===== src/rtl/bp_feedback_if.sv =====
// Fetch/resolve/PHT-update signal bundle for bp_feedback; slave = the feedback unit.
// Zero-latency lookup fields, one-cycle registered update fields; backpressure is fetch_stall.
interface bp_feedback_if #(
    parameter int IWIDTH = 6,
    parameter int DEPTH  = 4
);
    localparam int CW = $clog2(DEPTH) + 1;

    logic              en;
    logic              fetch_branch;
    logic [31:0]       fetch_pc;
    logic              pht_pred;
    logic              lookup_valid;
    logic [IWIDTH-1:0] lookup_index;
    logic              fetch_stall;
    logic              resolve_valid;
    logic              resolve_taken;
    logic              upd_valid;
    logic [IWIDTH-1:0] upd_index;
    logic              upd_taken;
    logic              mispredict;
    logic [IWIDTH-1:0] ghr;
    logic [CW-1:0]     count;

    modport slave (
        input  en, fetch_branch, fetch_pc, pht_pred, resolve_valid, resolve_taken,
        output lookup_valid, lookup_index, fetch_stall, upd_valid, upd_index,
               upd_taken, mispredict, ghr, count
    );

    modport master (
        output en, fetch_branch, fetch_pc, pht_pred, resolve_valid, resolve_taken,
        input  lookup_valid, lookup_index, fetch_stall, upd_valid, upd_index,
               upd_taken, mispredict, ghr, count
    );
endinterface


===== src/rtl/bp_feedback.sv =====
// Branch-predictor feedback: PHT index gen, in-order in-flight queue, GHR repair (BP_GSHARE_EN enables gshare).
// Lookup is combinational; update/mispredict are registered one cycle after resolve.
// Backpressure: fetch_stall when the queue is full; a same-cycle pop does not lift full.
module bp_feedback #(
    parameter int IWIDTH = 6,
    parameter int DEPTH  = 4
) (
    input  logic          clk,
    input  logic          reset,
    bp_feedback_if.slave  bp
);
    localparam int PW = $clog2(DEPTH);
    localparam int CW = PW + 1;

    logic [CW-1:0]     count_q, count_d;
    logic [PW-1:0]     head_q, head_d, tail_q, tail_d;
    logic [IWIDTH-1:0] idx_q [DEPTH];
    logic [IWIDTH-1:0] idx_d [DEPTH];
    logic [DEPTH-1:0]  pred_q, pred_d;
    logic              upd_valid_q, upd_valid_d;
    logic [IWIDTH-1:0] upd_index_q, upd_index_d;
    logic              upd_taken_q, upd_taken_d;
    logic              mispredict_q, mispredict_d;
    logic [IWIDTH-1:0] ghr_w;
    logic              full, nonempty, flush, push, pop;
    logic              unused_pc;

`ifdef BP_GSHARE_EN
    logic [IWIDTH-1:0] ghr_q, ghr_d;
    logic [IWIDTH-1:0] snap_q [DEPTH];
    logic [IWIDTH-1:0] snap_d [DEPTH];
    assign ghr_w = ghr_q;
`else
    assign ghr_w = '0;
`endif

    assign unused_pc = ^{bp.fetch_pc[31:IWIDTH+2], bp.fetch_pc[1:0]};

    assign full     = (count_q == CW'(DEPTH));
    assign nonempty = (count_q != '0);
    assign flush    = bp.resolve_valid && nonempty && (pred_q[head_q] != bp.resolve_taken);
    assign push     = bp.en && bp.fetch_branch && !full && !flush;
    assign pop      = bp.en && bp.resolve_valid && nonempty;

    assign bp.lookup_index = bp.fetch_pc[IWIDTH+1:2] ^ ghr_w;
    assign bp.lookup_valid = push;
    assign bp.fetch_stall  = bp.fetch_branch && full;
    assign bp.upd_valid    = upd_valid_q;
    assign bp.upd_index    = upd_index_q;
    assign bp.upd_taken    = upd_taken_q;
    assign bp.mispredict   = mispredict_q;
    assign bp.ghr          = ghr_w;
    assign bp.count        = count_q;

    always_comb begin
        count_d      = count_q + CW'(push) - CW'(pop);
        head_d       = head_q;
        tail_d       = tail_q;
        idx_d        = idx_q;
        pred_d       = pred_q;
        upd_valid_d  = pop;
        upd_index_d  = upd_index_q;
        upd_taken_d  = upd_taken_q;
        mispredict_d = pop && flush;
`ifdef BP_GSHARE_EN
        ghr_d  = ghr_q;
        snap_d = snap_q;
`endif
        if (push) begin
            idx_d[tail_q]  = bp.lookup_index;
            pred_d[tail_q] = bp.pht_pred;
            tail_d         = tail_q + PW'(1);
`ifdef BP_GSHARE_EN
            snap_d[tail_q] = ghr_q;
            ghr_d          = {ghr_q[IWIDTH-2:0], bp.pht_pred};
`endif
        end
        if (pop) begin
            head_d      = head_q + PW'(1);
            upd_index_d = idx_q[head_q];
            upd_taken_d = bp.resolve_taken;
        end
        // Mispredict: squash everything younger and rebuild history from the resolved branch.
        if (pop && flush) begin
            count_d = '0;
            head_d  = tail_q;
`ifdef BP_GSHARE_EN
            ghr_d   = {snap_q[head_q][IWIDTH-2:0], bp.resolve_taken};
`endif
        end
    end

    always_ff @(posedge clk or negedge reset) begin
        if (!reset) begin
            count_q      <= '0;
            head_q       <= '0;
            tail_q       <= '0;
            pred_q       <= '0;
            upd_valid_q  <= 1'b0;
            upd_index_q  <= '0;
            upd_taken_q  <= 1'b0;
            mispredict_q <= 1'b0;
            for (int i = 0; i < DEPTH; i++) begin
                idx_q[i] <= '0;
`ifdef BP_GSHARE_EN
                snap_q[i] <= '0;
`endif
            end
`ifdef BP_GSHARE_EN
            ghr_q <= '0;
`endif
        end else begin
            count_q      <= count_d;
            head_q       <= head_d;
            tail_q       <= tail_d;
            idx_q        <= idx_d;
            pred_q       <= pred_d;
            upd_valid_q  <= upd_valid_d;
            upd_index_q  <= upd_index_d;
            upd_taken_q  <= upd_taken_d;
            mispredict_q <= mispredict_d;
`ifdef BP_GSHARE_EN
            snap_q <= snap_d;
            ghr_q  <= ghr_d;
`endif
        end
    end
endmodule


===== src/flat_wrapper.sv =====
// flat-port wrapper written by rule: the top's interface ports become plain ports
module bp_feedback_flat 
#(
    parameter int IWIDTH = 6,
    parameter int DEPTH  = 4
)
  (clk, reset, bp_en, bp_fetch_branch, bp_fetch_pc, bp_pht_pred, bp_resolve_valid, bp_resolve_taken, bp_lookup_valid, bp_lookup_index, bp_fetch_stall, bp_upd_valid, bp_upd_index, bp_upd_taken, bp_mispredict, bp_ghr, bp_count);
  bp_feedback_if #(.IWIDTH(IWIDTH), .DEPTH(DEPTH)) bp_i ();
  input  logic clk;
  input  logic reset;
  input wire logic [$bits(bp_i.en)-1:0] bp_en;
  input wire logic [$bits(bp_i.fetch_branch)-1:0] bp_fetch_branch;
  input wire logic [$bits(bp_i.fetch_pc)-1:0] bp_fetch_pc;
  input wire logic [$bits(bp_i.pht_pred)-1:0] bp_pht_pred;
  input wire logic [$bits(bp_i.resolve_valid)-1:0] bp_resolve_valid;
  input wire logic [$bits(bp_i.resolve_taken)-1:0] bp_resolve_taken;
  output wire logic [$bits(bp_i.lookup_valid)-1:0] bp_lookup_valid;
  output wire logic [$bits(bp_i.lookup_index)-1:0] bp_lookup_index;
  output wire logic [$bits(bp_i.fetch_stall)-1:0] bp_fetch_stall;
  output wire logic [$bits(bp_i.upd_valid)-1:0] bp_upd_valid;
  output wire logic [$bits(bp_i.upd_index)-1:0] bp_upd_index;
  output wire logic [$bits(bp_i.upd_taken)-1:0] bp_upd_taken;
  output wire logic [$bits(bp_i.mispredict)-1:0] bp_mispredict;
  output wire logic [$bits(bp_i.ghr)-1:0] bp_ghr;
  output wire logic [$bits(bp_i.count)-1:0] bp_count;
  assign bp_i.en = bp_en;
  assign bp_i.fetch_branch = bp_fetch_branch;
  assign bp_i.fetch_pc = bp_fetch_pc;
  assign bp_i.pht_pred = bp_pht_pred;
  assign bp_i.resolve_valid = bp_resolve_valid;
  assign bp_i.resolve_taken = bp_resolve_taken;
  assign bp_lookup_valid = bp_i.lookup_valid;
  assign bp_lookup_index = bp_i.lookup_index;
  assign bp_fetch_stall = bp_i.fetch_stall;
  assign bp_upd_valid = bp_i.upd_valid;
  assign bp_upd_index = bp_i.upd_index;
  assign bp_upd_taken = bp_i.upd_taken;
  assign bp_mispredict = bp_i.mispredict;
  assign bp_ghr = bp_i.ghr;
  assign bp_count = bp_i.count;
  bp_feedback #(.IWIDTH(IWIDTH), .DEPTH(DEPTH)) u_core (.clk(clk), .reset(reset), .bp(bp_i));
endmodule

===== config.mk =====
export PLATFORM = sky130hd
export DESIGN_NAME = bp_feedback_flat
export DESIGN_NICKNAME = d
export VERILOG_FILES = /design/src/rtl/bp_feedback_if.sv /design/src/rtl/bp_feedback.sv /design/src/flat_wrapper.sv
export SDC_FILE = /design/constraint.sdc
export NUM_CORES = 1
export LEC_CHECK = 0
export BUFFER_PORTS_ARGS = -buffer_cell sky130_fd_sc_hd__buf_2
export CORE_UTILIZATION = 51
export DETAILED_ROUTE_END_ITERATION = 8
export PLACE_DENSITY = 0.86
export SYNTH_ARGS = -nofsm -noshare
export SYNTH_HDL_FRONTEND = slang
export SYNTH_SLANG_ARGS = --single-unit
export TNS_END_PERCENT = 1

===== constraint.sdc =====
create_clock -name clk -period 3.5 [get_ports clk]
set_clock_uncertainty 0.05 [all_clocks]
set_input_delay 0.7 -clock clk [delete_from_list [all_inputs] [get_ports clk]]
set_output_delay 0.7 -clock clk [all_outputs]
set_load 0.005 [all_outputs]

## Yosys cells after proc, flatten, opt, wreduce, memory -nomap -nowiden

Index checks and enable logic that the tools add are counted.

| word-level totals | value |
|---|---|
| bits of input ports | 39 |
| output and inout port bits | 26 |
| flip-flop bits (word level) | 44 |
| word-level logic and storage cells | 55 |

| operators by class | value |
|---|---|
| add/sub/neg operators | 4 |
| bitwise operators | 2 |
| reduce and logical (&&, ||, !) cells | 15 |
| $lt $le $gt $ge | 6 |
| equality and inequality tests | 2 |
| mux-type cells | 14 |

Operator list:

| kind | count |
|---|---|
| $bwmux 24 | 1 |
| $mux 6 | 3 |
| $bmux 6 s2 | 1 |
| $demux 6 s2 | 1 |
| $logic_and 1x1->1 | 11 |
| $ge 3x3->1 const B | 2 |
| $lt 2x3->1 const B | 2 |
| $not 2->3 | 2 |
| $add 2x1->2 const B | 2 |
| $bwmux 4 | 1 |
| $mux 2 | 2 |
| $add 3x1->3 | 1 |
| $eq 3x3->1 const B | 1 |
| $lt 3x1->1 const B | 1 |
| $mux 3 | 1 |
| $reduce_bool 3->1 | 1 |
| $sub 3x1->3 | 1 |
| $bmux 1 s2 | 1 |
| $demux 1 s2 | 1 |
| $ge 2x1->1 const B | 1 |
| $logic_not 1->1 | 2 |
| $mux 1 | 2 |
| $reduce_bool 2->1 | 1 |
| $ne 1x1->1 | 1 |

## Longest topological paths before layout

Gate-level depths: netlist of run 1.

| logic depth | value |
|---|---|
| depth in word-level cells | 9 |
| gate-level depth with buffers | 12 |
| depth with buffers taken out | 11 |

## Least setup slack after synthesis of run 1

No wires, ideal clock.

| timing path | value |
|---|---|
| path type | reg-to-reg |
| start | register u_core.count_q[1] (netlist: u_core.bp.count[1]) |
| end | register u_core.count_q[2] (netlist: u_core.bp.count[2]) |
| library setup time | 0.125 ns |
| clock period less this slack | 3.002 ns |
| slack | 0.498 ns |
| data required time | 3.325 ns |
| arrival time | 2.827 ns |
| buffers on the path | 0 |
| cell stages (with the launch flop) | 11 |
| cells stage by stage | dfrtp_1 > o31ai_1 > o21ai_1 > ha_1 > inv_1 > ha_1 > inv_1 > fa_1 > xor2_1 > xnor2_1 > nor2_1 |

| between the ends | value |
|---|---|
| longest elaborated chain between the ends | 8 |
| elaborated cells on any way between the ends | 13 |
| those cells by class | add/sub: 2; eq/ne: 1; mux: 1; reduce/logical: 9 |

Ends and longest elaborated chain:

| element | RTL line | text |
|---|---|---|
| start, declared | bp_feedback.sv:15 | `logic [CW-1:0] count_q, count_d;` |
| start signal, assigned | bp_feedback.sv:113 | `count_q <= count_d;` |
| $reduce_bool 3->1 | bp_feedback.sv:40 | `assign nonempty = (count_q != '0);` |
| $logic_and 1x1->1 (2 in series) | bp_feedback.sv:41 | `assign flush = bp.resolve_valid && nonempty && (pred_q[head_q] != bp.resolve_taken);` |
| $logic_not 1->1 | bp_feedback.sv:42 | `assign push = bp.en && bp.fetch_branch && !full && !flush;` |
| $logic_and 1x1->1 | bp_feedback.sv:42 |  |
| $add 3x1->3 | bp_feedback.sv:56 | `count_d = count_q + CW'(push) - CW'(pop);` |
| $sub 3x1->3 | bp_feedback.sv:56 |  |
| $mux 3 (*) | bp_feedback.sv:84 | `if (pop && flush) begin` |
| net u_core.count_d[2] | bp_feedback.sv:15 |  |

Mark *: on every way through the listed nets, which the timed path passes. The rest lies on a longest branch.
A chain may end at the register's enable or synchronous reset.

## Worst setup path after layout of run 1

Same ends and word-level chain as after synthesis.

==> results.md, run 1 <==
* #FFs+latches synth at 44
* Compound-cell area share of the yosys netlist at 0.0519
* I/O Buffers at 32
* Syn Inst Count at 158
* Vias per inst at 5.24
* DPL Wire Length at about 2.6 mm
* Tot Pwr at 2.12 mW
* Main combinational cell family by area after synthesis: multiplexers
* Hold buffers post-CTS at 0
* Post-synthesis mux area share at 0.237
* Sequential area share after synthesis at 0.513
* Initial core utilization at 0.532
* Reg-to-reg critical path startpoint: u_core.bp.count[1]
* Setup bufs post-CTS at 0
* Routed wire length per instance at ~16 µm
* GR Util All Layers at 0.200
* Wl on met1 at 1.66 mm
* Reg clk slew, reported paths at around 80 ps
* RSZ-0062 raised after global routing: no
* Rel. slew slack at 0.240
* CP Cell Sequence: o31ai_1, o21ai_1, ha_1, inv_1, ha_1, inv_1, fa_1, xor2_1, xnor2_1, nor2_1
* Depth of the most critical reg-to-reg path at 10
* Routed wl met3 at roughly 180 µm
* Antenna viol nets, final at 0
* Total gr overflow at 0
* Htree depth at 2
* Drt initial violations at 47
* Area grow syn2layout at 12.5%
* IO Count at 65
* Yosys warns at 0
* CP required at 3640 ps
* Pin count of the biggest net entering global routing at 45
* Final worst slack at a little over 200 ps
* Simple-gate portion of the synthesized area at 0.0624
* Core area at ~4000 µm²
* Vias in the first global route at roughly 1200
* TritonRoute pass-1 iters at 4
* Ant diodes at 0
* Reg-to-Reg End: u_core.bp.count[2]
* Setup TNS at 0 ps
* Worst hold start: u_core.bp.upd_index[2]
* Crit path largest cell delay at 970 ps
* Worst EP arrival at between 3000 and 4000 ps
* CTS resizes at 0
* Die footprint at 4470 µm²
* Clock tree sinks at between 40 and 50
* Number of distinct library cells after synthesis at 31
* Clock tree buffer depth at 2
* Final Hold Fails at 0
* Worst Tran Pin Value at roughly 1100 ps
* Worst Hold Depth at 2
* Placement Rows at 23
* Clock period minus worst slack at between 3000 and 4000 ps
* WS Path Type: reg2reg
* Post-Syn Area per Cell at 13.6 µm²
* Period utilisation layout at 0.942
* R2R Setup Slk at just over 200 ps
* Setup Viol. Count Final at 0
* Skew-Pair Late Insertion Delay at about 300 ps
* Drt drc at 0
* Outcome: completed
* Max frequency at 303 MHz
* Die height at approximately 67 µm
* Slowest CP cell: o31ai_1
* Top sig layer: met4
* Metal2 WL at 1.95 mm
* Hold slack at between 400 and 500 ps
* CP max FO at 6
* Lkg Pwr at around 1.2 nW
* WHS Endpoint: u_core.bp.upd_index[2]
* Fin. max-slew vios at 0
* Post-Synth Adder-Cell Area at 0.0443
* Worst VDD drop at 0.484 mV
* Pwr/cell area at 878 nW/µm²
* CTS Buf Count at 5
* Worst min path class: reg2reg
* CTS tree: done
* Netlist Area Pre-Place at ~2100 µm²
* Root buffer cell: clkbuf_8
* CP startpoint kind: register
* Post-Route WL at 3.87 mm
* Max_cap viols at 0
* DP Worst Slack at roughly 230 ps
* Die X at 66.8 µm
* Critical Path Source: u_core.bp.count[1]
* Final core occ at 0.599
* Share of cells above drive strength 1 at 0.422
* Routability Congestion at 0.723
* Fin nets at ~240
* First-pass GRT wire length at between 6 and 7 mm
* Synth Area in XOR/XNOR at 0.0251
* CP Capture Type: register
* DR vias at between 1000 and 1500
* Initial antenna violation count at 0
## area by class of cell
| class | instances | area [µm²] |
|---|---|---|
| clock inverters | 2 | 35.0 |
| multi-input cells | 97 | 926 |
| repair buffers | 36 | 190 |
| well taps | 50 | 62.6 |
| clock buffers | 6 | 72.6 |
| inverters | 7 | 26.3 |
| fillers | 337 | 1620 |
| flip-flops and latches | 44 | 1100 |
## where the power goes
group	switching (mW)	total (mW)	leakage, nW	internal (mW)
clock	0.173	0.385	0.0552	0.212
combinational	0.375	0.836	0.599	0.461
sequential	0.147	0.898	0.538	0.752
total	0.695	2.12	1.19	1.42
## worst max path at each step
stage	to	slack, ps	depth (start not counted)
CTS	u_core.bp.count[2]	210	10
global route	u_core.bp.count[2]	40	10
detailed placement	u_core.bp.count[2]	230	10
finish	u_core.bp.count[2]	200	10
floorplan	u_core.bp.count[2]	500	10
global placement	u_core.bp.count[2]	270	10
## stage by stage
step / instance area, µm² / std cells
after floorplan: 2160 / 163
after global placement: 2310 / 234
after detailed placement: 2310 / 234
after CTS: 2410 / 242
after global routing: 2410 / 242
final: 2410 / 242
## per-layer routing
metal | GRT usage | vias up
li1 | - | 599
met1 | 0.240 | 625
met3 | 0.0497 | 6
met5 | 0 | -
met4 | 0.109 | 0
met2 | 0.328 | 37
## critical path, delay by kind of cell (launching register included)
| kind | cells | cell delay [ps] |
|---|---|---|
| buffers and inverters | 2 | 90 |
| adder cells (fa/ha/maj) | 3 | 870 |
| flip-flops | 1 | 470 |
| XOR/XNOR | 2 | 300 |
| AND/OR/NAND/NOR | 1 | 50 |
| AO/OA/AOI/OAI | 2 | 1350 |
## layout by cell type, fill, tap and decap left out, types with 2 or more instances in the layout
master and instances:
dfrtp_1 44, buf_2 32, mux2_2 29, nand2_1 25
inv_1 6, ha_1 6, conb_1 6, clkbuf_8 5
nor2_1 4, mux4_1 4, buf_4 4, mux4_2 3
xnor2_1 2, o211ai_4 2, o211ai_2 2
## state kept, by name, summed over array words and instances, names as in the netlist
signal                flops
u_core.bp.upd_valid       1
u_core.bp.mispredict      1
u_core.bp.count           3
u_core.pred_q             4
u_core.tail_q             2
u_core.bp.upd_index       6
u_core.bp.upd_taken       1
u_core.head_q             2
u_core.idx_q             24
## Yosys cell counts (all sizes together)
cell type / n / area [µm²]
a21oi: 1 / 5.00
a2bb2oi: 1 / 8.76
and2: 1 / 6.26
buf: 14 / 106
clkbuf: 1 / 3.75
conb: 1 / 3.75
dfrtp: 44 / 1100
fa: 1 / 20.0
ha: 6 / 75.1
inv: 7 / 26.3
mux2: 29 / 327
mux2i: 1 / 10.0
mux4: 7 / 173
nand2: 25 / 93.8
nand3: 1 / 5.00
nor2: 4 / 15.0
nor2b: 1 / 6.26
nor3b: 1 / 7.51
o211ai: 4 / 67.6
o21ai: 1 / 5.00
o311ai: 1 / 8.76
o31a: 1 / 8.76
o31ai: 1 / 7.51
xnor2: 3 / 45.1
xor2: 1 / 8.76
## kinds of logic (layout without fill, tap and decap cells)
| group | after synthesis | count (layout) |
|---|---|---|
| compound gates | 10 | 10 |
| xor+xnor | 4 | 4 |
| fa+ha+maj | 7 | 7 |
| buf+inv | 22 | 51 |
| flops | 44 | 44 |
| mux | 37 | 37 |
| other cells | 1 | 6 |
| simple gates | 33 | 33 |
No activity file was read; power rests on OpenSTA's default activity.
==> run 2: changes to the inputs <==
--- a/config.mk
+++ b/config.mk
@@ -5,8 +5,9 @@
 export SDC_FILE = /design/constraint.sdc
 export NUM_CORES = 1
 export LEC_CHECK = 0
+export ABC_AREA = 1
 export BUFFER_PORTS_ARGS = -buffer_cell sky130_fd_sc_hd__buf_2
-export CORE_UTILIZATION = 51
+export CORE_UTILIZATION = 52
 export DETAILED_ROUTE_END_ITERATION = 8
 export PLACE_DENSITY = 0.86
 export SYNTH_ARGS = -nofsm -noshare
==> results.md, run 2 <==
* Outcome: completed
* Placed Instance Area at around 2400 µm²
* Total of fill cells in the finished design at between 300 and 400
* Core area at 4350 µm²
* Largest register FFs at 24
* Die height at around 69 µm
* Largest area contributor in the netlist: dfrtp_1
* Vias per inst at 5.51
* Rel. slew slack at 0.377
* Yosys warns at 0
* Final core occ at 0.579
* Synth top area share at 0.466
* Setup Viol. Count Final at 0
* Syn Inst Count at between 200 and 300
* Initial core utilization at 0.543
* Pwr/cell area at 877 nW/µm²
* Initial antenna violation count at 0
* Post-synth top cells: nand2_1 (77), dfrtp_1 (44), nor2_1 (30)
* Routability Congestion at ~0.8
* Drt initial violations at ~160
* CTS resizes at 0
* Die X at about 70 µm
* Die footprint at between 4000 and 5000 µm²
* Worst min path class: reg2reg
* Skew-Pair Late Insertion Delay at 300 ps
* Critical Path Most Common Cell: inv_1
* P_int at 1.25 mW
* Hold buffers post-CTS at 0
* Buf+Inv Stages, Crit Path at 4
* Sequential area share after synthesis at 0.466
* CP required at about 3700 ps
* I/O Buffers at 32
* CP Cell Sequence: inv_2, nand3_2, nand3_2, nand3_4, nand2_1, ha_1, inv_1, ha_1, inv_1, fa_1, or2_1, inv_1
* Switching Share at 0.437
* Worst hold start: u_core.idx_q[2]
* Top cells by area, synth: dfrtp_1 (47%), nand2_1 (12%), nand4_1 (7.4%), nor2_1 (4.8%), buf_4 (4.4%)
* Clock tree buffer depth at 2
* Total gr overflow at 0
* Reg clk slew, reported paths at 80 ps
* TritonRoute pass-1 iters at 4
* Setup TNS at 0 ps
* First-pass GRT wire length at 8.79 mm
* CTS tree: done
* Worst EP arrival at approximately 2800 ps
* Post-Route WL at approximately 4.9 mm
* Number of distinct library cells after synthesis at 28
* Max_cap viols at 0
* Post-Syn Area per Cell at around 8.5 µm²
* Placement Rows at 24
* Commonest non-fill, non-tap cells in the layout: nand2_1 (77), dfrtp_1 (44), buf_2 (32), nor2_1 (30), nand4_1 (28)
* DR vias at 1933
* RSZ-0062 raised after global routing: no
* WS Path Type: reg2reg
* Share of cells above drive strength 1 at 0.201
* Reg-to-reg critical path startpoint: u_core.head_q[1]
* Post-synth EDFFs at 0
* Worst Tran Pin Value at about 930 ps
* CP max FO at 9
* Seq pwr share at 0.419
* Max frequency at a little under 400 MHz
* Final Hold Fails at 0
* Most used flip-flop cell after synthesis: dfrtp_1
* Non-filler cells, final at 351
* Most common cell after layout, fill and taps aside: nand2_1
* Lkg Pwr at approximately 1.3 nW
* Worst VDD drop at between 0.3 and 0.4 mV
* Pin count of the biggest net entering global routing at 45
* FFs w/ async S/R, synth at 1.00
* DPL Wire Length at 3.41 mm
* Biggest register: u_core.idx_q
* Clock tree sinks at 44
* Routed wire length per instance at 14.0 µm
* Htree depth at 2
* Area grow syn2layout at 6.62%
* Fin. max-slew vios at 0
* Ant diodes at 0
* Netlist Area Pre-Place at 2360 µm²
* Inst Count DP at ~340
* Most numerous cell in the Yosys netlist: nand2_1
* Antenna viol nets, final at 0
* Cell area after layout at between 2000 and 3000 µm²
* Critical Path Source: u_core.head_q[1]
* Slowest CP cell: dfrtp_1
* Logic pwr share at 0.438
* Clock period minus worst slack at between 2000 and 3000 ps
* CTS Buf Count at 5
* Drt drc at 0
* Period utilisation layout at 0.735
* Vias in the first global route at about 1800
* IO Count at 65
* Net Switching at ~970 µW
* Top delay family on crit path: adder cells
* Root buffer cell: clkbuf_8
* #FFs+latches synth at 44
* Crit path largest cell delay at ~570 ps
* Fin nets at approximately 350
* Setup bufs post-CTS at 0
* CP Capture Type: register
* CP startpoint kind: register
* Clock share of power at 0.143
* GR Util All Layers at 0.229
run 2: changes by cell type after synthesis, sizes merged, moves of 15 or more:
| cell | delta |
|---|---|
| mux2 | -29 |
| nand2 | +55 |
| nand3 | +15 |
| nand4 | +28 |
| nor2 | +27 |
run 2: power groups by stage:
stage                     clock, mW  sequential (mW)  combinational, mW
after floorplan                   0            0.875              0.785
after CTS                     0.316            0.922              0.972
after global routing          0.338            0.957               1.12
final                         0.317            0.927              0.968
after detailed placement          0            0.929              0.967
after global placement            0            0.920              0.915
run 2: worst register-to-register path: cells and delay by family (launching register included):
family	cells	cell delay, ps
adders and majority gates	3	860
and+or+nand+nor	5	730
DFF	1	570
buffers and inverters	4	310
run 2: kinds of logic (layout without fill, tap and decap cells):
group	count (synthesis)	after routing	synth area share
AOI/OAI and AO/OA	21	21	0.0519
xor gates and xnor gates	3	3	0.0111
adders and majority gates	7	7	0.0402
buffers and inverters	46	61	0.112
DFF	44	44	0.466
other	1	6	0.00159
and+or+nand+nor	157	157	0.317
run 2: metrics by stage:
stage / hold WS (ps) / total power, mW / setup slack, ps
3_3_place_gp: 398 / 1.84 / 822
4_1_cts: 425 / 2.21 / 922
5_1_grt: 448 / 2.41 / 734
2_1_floorplan: 354 / 1.66 / 1030
3_5_place_dp: 405 / 1.90 / 787
6_report: 425 / 2.21 / 927
run 2: worst paths after layout:
path,to,depth (start not counted),slack (ps)
setup / recovery,u_core.bp.count[1],12,930
hold reg to reg,u_core.idx_q[2],2,430
min in group asynchronous,u_core.bp.upd_index[4],1,480
setup reg to reg,u_core.bp.count[1],12,930
hold / removal,u_core.idx_q[2],2,430
max in group asynchronous,u_core.pred_q[2],1,2340
run 2: area by class of cell:
| cell class | count | area, µm² | area share |
|---|---|---|---|
| Clock buffer | 5 | 68.8 | 0.0273 |
| Clock inverter | 2 | 12.5 | 0.00497 |
| Inverter | 19 | 73.8 | 0.0293 |
| Multi-Input combinational cell | 194 | 1020 | 0.403 |
| Sequential cell | 44 | 1100 | 0.437 |
| Tap cell | 52 | 65.1 | 0.0258 |
| Timing Repair Buffer | 35 | 183 | 0.0725 |
run 2: routing by layer:
metal | vias up | part of all wire | routed length (µm) | track usage
met2 | 82 | 0.48 | 2340 | 0.344
li1 | 937 | - | - | -
met1 | 903 | 0.44 | 2180 | 0.330
met4 | 0 | 0.019 | 95 | 0.0771
met3 | 11 | 0.060 | 297 | 0.0494
met5 | - | 0 | 0 | 0
